===== src/rtl/axis_fifo_sync.sv =====
// Synchronous AXI-Stream FIFO with full sideband (tdata/tkeep/tlast/tid/tdest/tuser).
// Ports: aclk, areset (sync, active-high); s_axis_* input beat with s_axis_tready;
//   m_axis_* output beat with m_axis_tready; count = occupancy 0..DEPTH.
// Optional: define AXIS_FIFO_FRAME_EN to hold output until a whole packet is stored.
module axis_fifo_sync #(
  parameter int DATA_WIDTH  = 8,
  parameter int KEEP_ENABLE = (DATA_WIDTH > 8),
  parameter int KEEP_WIDTH  = (DATA_WIDTH / 8),
  parameter int ID_ENABLE   = 0,
  parameter int ID_WIDTH    = 8,
  parameter int DEST_ENABLE = 0,
  parameter int DEST_WIDTH  = 8,
  parameter int USER_ENABLE = 1,
  parameter int USER_WIDTH  = 1,
  parameter int DEPTH       = 16
) (
  input  logic                       aclk,
  input  logic                       areset,
  input  logic [DATA_WIDTH-1:0]      s_axis_tdata,
  input  logic [KEEP_WIDTH-1:0]      s_axis_tkeep,
  input  logic                       s_axis_tvalid,
  output logic                       s_axis_tready,
  input  logic                       s_axis_tlast,
  input  logic [ID_WIDTH-1:0]        s_axis_tid,
  input  logic [DEST_WIDTH-1:0]      s_axis_tdest,
  input  logic [USER_WIDTH-1:0]      s_axis_tuser,
  output logic [DATA_WIDTH-1:0]      m_axis_tdata,
  output logic [KEEP_WIDTH-1:0]      m_axis_tkeep,
  output logic                       m_axis_tvalid,
  input  logic                       m_axis_tready,
  output logic                       m_axis_tlast,
  output logic [ID_WIDTH-1:0]        m_axis_tid,
  output logic [DEST_WIDTH-1:0]      m_axis_tdest,
  output logic [USER_WIDTH-1:0]      m_axis_tuser,
  output logic [$clog2(DEPTH):0]     count
);

  localparam int AW = $clog2(DEPTH);
  localparam int PW = AW + 1;
  localparam int EW = DATA_WIDTH + KEEP_WIDTH + 1
                    + ID_WIDTH + DEST_WIDTH + USER_WIDTH;

  logic [EW-1:0] mem [DEPTH];
  logic [PW-1:0] wr_ptr;
  logic [PW-1:0] rd_ptr;
  logic [PW-1:0] wr_next;
  logic [PW-1:0] rd_next;
  logic          ready_q;
  logic          push;
  logic          pop;
  logic          full;
  logic          empty;
  logic          full_next;

  logic [EW-1:0]         wdata;
  logic [EW-1:0]         rdata;
  logic [DATA_WIDTH-1:0] r_data;
  logic [KEEP_WIDTH-1:0] r_keep;
  logic                  r_last;
  logic [ID_WIDTH-1:0]   r_id;
  logic [DEST_WIDTH-1:0] r_dest;
  logic [USER_WIDTH-1:0] r_user;

  // Disabled fields are stored as zero so they cost nothing after synthesis.
  assign wdata = {
    s_axis_tdata,
    (KEEP_ENABLE != 0) ? s_axis_tkeep : {KEEP_WIDTH{1'b0}},
    s_axis_tlast,
    (ID_ENABLE   != 0) ? s_axis_tid   : {ID_WIDTH{1'b0}},
    (DEST_ENABLE != 0) ? s_axis_tdest : {DEST_WIDTH{1'b0}},
    (USER_ENABLE != 0) ? s_axis_tuser : {USER_WIDTH{1'b0}}
  };

  assign full  = (wr_ptr[AW] != rd_ptr[AW]) &&
                 (wr_ptr[AW-1:0] == rd_ptr[AW-1:0]);
  assign empty = (wr_ptr == rd_ptr);

  assign push = s_axis_tvalid && ready_q;
  assign pop  = m_axis_tvalid && m_axis_tready;

  assign wr_next = wr_ptr + PW'(push);
  assign rd_next = rd_ptr + PW'(pop);

  assign full_next = (wr_next[AW] != rd_next[AW]) &&
                     (wr_next[AW-1:0] == rd_next[AW-1:0]);

  always_ff @(posedge aclk) begin
    if (areset) begin
      wr_ptr  <= '0;
      rd_ptr  <= '0;
      ready_q <= 1'b0;
    end else begin
      wr_ptr  <= wr_next;
      rd_ptr  <= rd_next;
      ready_q <= !full_next;
    end
  end

  always_ff @(posedge aclk) begin
    if (push && !areset)
      mem[wr_ptr[AW-1:0]] <= wdata;
  end

  // Read from registered pointers only: a new beat appears the edge after
  // it is written, never combinationally from the input.
  assign rdata = mem[rd_ptr[AW-1:0]];
  assign {r_data, r_keep, r_last, r_id, r_dest, r_user} = rdata;

`ifdef AXIS_FIFO_FRAME_EN
  logic [PW-1:0] frames;
  logic          draining;
  logic          last_in;
  logic          last_out;

  assign last_in  = push && s_axis_tlast;
  assign last_out = pop && r_last;

  always_ff @(posedge aclk) begin
    if (areset) begin
      frames   <= '0;
      draining <= 1'b0;
    end else begin
      if (last_in && !last_out)
        frames <= frames + 1'b1;
      else if (!last_in && last_out && frames != '0)
        frames <= frames - 1'b1;
      // A frame released early (full escape) keeps flowing up to its tlast.
      if (pop)
        draining <= !r_last;
    end
  end

  assign m_axis_tvalid = !empty &&
                         ((frames != '0) || full || draining);
`else
  assign m_axis_tvalid = !empty;
`endif

  assign s_axis_tready = ready_q;

  assign m_axis_tdata = m_axis_tvalid ? r_data : '0;
  assign m_axis_tlast = m_axis_tvalid && r_last;
  assign m_axis_tkeep = (KEEP_ENABLE == 0) ? {KEEP_WIDTH{1'b1}} :
                        (m_axis_tvalid ? r_keep : {KEEP_WIDTH{1'b0}});
  assign m_axis_tid   = m_axis_tvalid ? r_id   : '0;
  assign m_axis_tdest = m_axis_tvalid ? r_dest : '0;
  assign m_axis_tuser = m_axis_tvalid ? r_user : '0;

  assign count = wr_ptr - rd_ptr;

endmodule


===== config.mk =====
export PLATFORM = sky130hd
export DESIGN_NAME = axis_fifo_sync
export DESIGN_NICKNAME = d
export VERILOG_FILES = /design/src/rtl/axis_fifo_sync.sv
export SDC_FILE = /design/constraint.sdc
export NUM_CORES = 1
export LEC_CHECK = 0
export CORE_ASPECT_RATIO = 0.6
export CORE_UTILIZATION = 25
export DETAILED_ROUTE_END_ITERATION = 6
export GPL_TIMING_DRIVEN = 0
export PLACE_DENSITY_LB_ADDON = 0.1
export SLEW_MARGIN = 20
export SYNTH_ARGS = -nofsm -noshare
export SYNTH_HDL_FRONTEND = slang
export SYNTH_SLANG_ARGS = --single-unit

===== constraint.sdc =====
create_clock -name aclk -period 2.8 [get_ports aclk]
set_input_delay 0.42 -clock aclk [delete_from_list [all_inputs] [get_ports aclk]]
set_output_delay 0.42 -clock aclk [all_outputs]
set_load 0.02 [all_outputs]

# Word-level counts from Yosys, hierarchy flattened
# Memories as Yosys holds them, arrays and structs flattened. A register that Yosys moved wholly into a read port is not among the register bits.
# Index checks and enable logic that the tools add are counted.
dict set report word_totals {
  ff_bits 11
  mem_bits_rw 160
  input_bits 31
  memories 1
}
dict set report op_classes {
  n_eq_ne 3
  addsub 3
  muxes 7
  n_reduce_logical 8
}
# memory words word_bits rd rd_clocked_by_memory_dff wr line_no
set memory_table {}
lappend memory_table {mem 16 10 1 1 1 43} ;# logic [EW-1:0] mem [DEPTH];
# op n
set ops {}
lappend ops {{8-bit 2-to-1 mux} 3}
lappend ops {{5-bit by 1-bit adder with 5-bit output} 2}
lappend ops {{5-bit equality test} 1}
lappend ops {{1-bit logical AND} 5}
lappend ops {{5-bit subtractor} 1}
lappend ops {{4-bit equality test} 1}
lappend ops {{4-bit 2-to-1 mux} 1}
lappend ops {{1-bit zero test} 3}
lappend ops {{1-bit 2-to-1 mux} 3}
lappend ops {{1-bit != test} 1}

# Depth between registers and ports, before layout
dict set report depth {
  depth_word 7
  depth_mapped 13
  mapped_depth_nobuf 11
}

# Least setup slack after synthesis
# Ideal clock, no wire load.
dict set report synth_timing {
  path_kind {reg2reg}
  start {register rd_ptr[1]}
  end {register ready_q, in the netlist s_axis_tready}
  arrival_time_ns 2.418
  t_required_ns 2.662
  path_buffers 2
  path_slack_ns 0.244
  stages_incl_launch_ff 14
  path_cell_list {dfxtp_1 -> buf_2 -> clkbuf_1 -> inv_1 -> ha_1 -> nand4_1 -> nor2_1 -> nor2b_1 -> ha_1 -> ha_1 -> nand3_1 -> xor2_1 -> xor2_1 -> a41oi_1}
}
dict set report synth_between {
  elab_chain_len 7
}
# element line_no
set synth_lines {}
lappend synth_lines {{start: declaration} 45} ;# logic [PW-1:0] rd_ptr;
lappend synth_lines {{start signal: assignment} 94} ;# rd_ptr <= rd_next;
lappend synth_lines {{5-bit equality test} 76} ;# assign empty = (wr_ptr == rd_ptr);
lappend synth_lines {{1-bit zero test} 136} ;# assign m_axis_tvalid = !empty;
lappend synth_lines {{1-bit logical AND} 79} ;# assign pop = m_axis_tvalid && m_axis_tready;
lappend synth_lines {{5-bit by 1-bit adder with 5-bit output *} 82} ;# assign rd_next = rd_ptr + PW'(pop);
lappend synth_lines {{4-bit equality test or 1-bit != test (tied branches)} {85, 84}}
lappend synth_lines {{1-bit logical AND *} 84} ;# assign full_next = (wr_next[AW] != rd_next[AW]) &&
lappend synth_lines {{1-bit zero test *} 95} ;# ready_q <= !full_next;
lappend synth_lines {{end signal: assignment} 95}
lappend synth_lines {{end: declaration} 48} ;# logic ready_q;
# Every way passes the cells marked *; elsewhere a longest branch is shown, timed or not.
# A chain may end at the register's enable or synchronous reset.

# Worst setup path after layout
dict set report layout_timing {
  start {register wr_ptr[0]}
  end {output count[1]}
}
dict set report layout_between {
  elab_chain_len 1
}
# element line_no
set layout_lines {}
lappend layout_lines {{start: declaration} 44} ;# logic [PW-1:0] wr_ptr;
lappend layout_lines {{start signal: assignment} 93} ;# wr_ptr <= wr_next;
lappend layout_lines {{5-bit subtractor} 149} ;# assign count = wr_ptr - rd_ptr;
lappend layout_lines {{end: declaration} 35} ;# output logic [$clog2(DEPTH):0] count
# No other way between the ends.

==> flow_summary.toml <==
[cells_and_area]
final_common_cell = "edfxtp_1"
fin_util_pct = 32.2
synthToLayoutAreaGrowth_pct = 24.7
layout_common_cells = "edfxtp_1 (160), mux4_2 (30), buf_4 (29)"
n_antenna_cell = 0
drive_above_1_share_pct = 33.9
fillers = 2576
layout.nets = 476

[worst_setup_path]
critical_path_buf_inv_count = 3
crit_top_cell = "inv_1"
cp.required_ns = 2.38
cp_max_fo = 4
slowest_delay_ns = 0.59
cp.arrival_ns = 2.30
criticalPathCategory = "flip-flop to primary output"
critical_path.top_delay_family = "buffers and inverters"
path_cells = "inv_1 -> ha_1 -> fa_1 -> inv_1 -> clkdlybuf4s50_1"
cp-start-kind = "flip-flop"
worstSetupEndpointType = "primary output"
r2r_setup_slack_ns = 0.23
worst_path_max_delay_cell = "clkdlybuf4s50_1"

[synth]
synth.distinct_cells = 26
syn_inst = 362
ys_seq_elements = 171
avgSynthCellArea_um2 = 19.2
syn_area_um2 = 6950
seq_area_frac_synth_pct = 72.3
synth_warnings = 0

[cts]
clock-sinks = 171
clk_pin_slew_worst_paths_ns = 0.07
clk_path_buf_depth = 2
ctsHoldBuffers = 0
cts_buffers = 17
clockRootBuffer = "clkbuf_16"
clock_latency_ns = 0.44
cts_tree = "built"
htree_levels = 4

[timing]
finalHoldViolCount = 0
setup_viol = 0
setup_slack_ns = 0.0833
period_share_pct = 97.0
fin_skew_ns = 0.00952
finalCriticalPeriod_ns = 2.72
timing.fmax_ghz = 0.368
relSlewSlack_pct = 36.8
drv_slew = 0
holdWs_ns = 0.580
worst_slew_pin_slew_ns = 0.947
tns_ns = 0

[route]
wl_um = 17100
firstDrtPassIters = 4
via_per_inst = 4.28
ant_nets = 0
drc = 0
vias = 3463
initialDrtViolationCount = 167
wire_per_inst_um = 21.1

[power]
p_comb_share_pct = 13.3
power_per_cell_area_nw_per_um2 = 714
switchingPower_mw = 1.42
vdd_drop_max_mv = 0.352
swShare_pct = 22.9
clkPwrFrac_pct = 41.1
power.internal_mw = 4.76
seq_power_share_pct = 45.6
cellLeakagePower_nw = 2.85

[place]
place.gp.congestion = 0.763
dp_slack_ns = -1.33
port_buffers = 30
dp_hpwl_um = 11500

[global_route]
grt_pass1_wl_um = 25200
grt_max_degree = 17
grtUsageTotal_pct = 12.9
grt_pass1_vias = 3590
overflow = 0
antenna_found_initial = 0

[worst_hold_path]
min_path_type = "input pin to flip-flop"

[die]
boundaryPins = 65
die_h_um = 131
core_um2 = 26900
die_x_um = 217
die_area_um2 = 28500
start_util_pct = 25.8
std_cell_rows = 46

[run]
drv_cap = 0

[status]
status = "complete, no violations"
through the flow:
step | instance area [µm²] | total power [mW] | cells
after global routing | 8660 | 6.41 | 809
after floorplan | 7000 | 3.34 | 377
after CTS | 8610 | 6.24 | 805
final | 8660 | 6.18 | 809
after detailed placement | 7830 | 3.64 | 771
after global placement | 7750 | 3.64 | 767
cells by family after synthesis:
group,count (synthesis),share of synthesized area [%]
AOI/OAI and AO/OA,35,3.37
xor gates and xnor gates,15,1.89
adders and majority gates,9,1.73
buffers and inverters,43,3.87
DFF,171,72.3
muxes,40,13.7
other,2,0.108
and+or+nand+nor,47,3.04
cell type report:
type,instances,area [µm²],share of cell area [%]
well taps,360,450,5.20
inverters,11,41.3,0.477
clock inverters,15,201,2.33
multi-input cells,163,1860,21.5
plain buffers,32,305,3.52
flip-flops and latches,171,5030,58.1
repair buffers,40,342,3.94
clock buffers,17,425,4.91
what timing repair did:
action                     4_1_cts  5_1_grt
hold endpoints to repair         0        0
pin swaps                        2        4
setup buffers                    2        4
gates resized for setup         82       21
setup endpoints to repair       20       12
worst paths after layout:
path,depth (start not counted),to,startpoint
setup reg to reg,13,s_axis_tready,rd_ptr[2]
setup / recovery,5,count[1],wr_ptr[0]
hold reg to reg,2,wr_ptr[4],wr_ptr[4]
hold / removal,2,rd_ptr[0],areset
metal layers:
layer | up-vias | GRT usage [%] | share of wire (%)
met5 | - | 0 | 0
met4 | 0 | 4.11 | 1.4
met3 | 21 | 3.77 | 3.9
met2 | 65 | 16.6 | 40
met1 | 1806 | 20.2 | 55
li1 | 1571 | - | -
state kept, by name, indices dropped and copies added, names as in the netlist:
register       flops
s_axis_tready      1
rd_ptr             5
wr_ptr             5
mem              160
cell usage after synthesis, drive strengths merged:
library cell,number,area (µm²)
mux4,40,950
ha,8,100
nor2,25,93.8
inv,11,41.3
a21oi,12,60.1
conb,2,7.51
a21o,2,15.0
nor2b,5,31.3
buf,27,209
xor2,8,70.1
fa,1,20.0
nand4,1,6.26
dfxtp,11,220
clkbuf,5,18.8
edfxtp,160,4800
nor3,4,20.0
a41oi,1,8.76
nand3,8,40.0
nand2,2,7.51
xnor2,7,61.3
a22oi,20,150
nand2b,2,12.5
power groups by stage:
stage	clock [mW]	combinational [mW]	sequential (mW)
floorplan	0	0.470	2.87
global placement	0	0.767	2.87
detailed placement	0	0.773	2.87
CTS	2.59	0.836	2.82
global route	2.70	0.888	2.82
finish	2.54	0.824	2.82
Power figures use the tool's default switching activity.
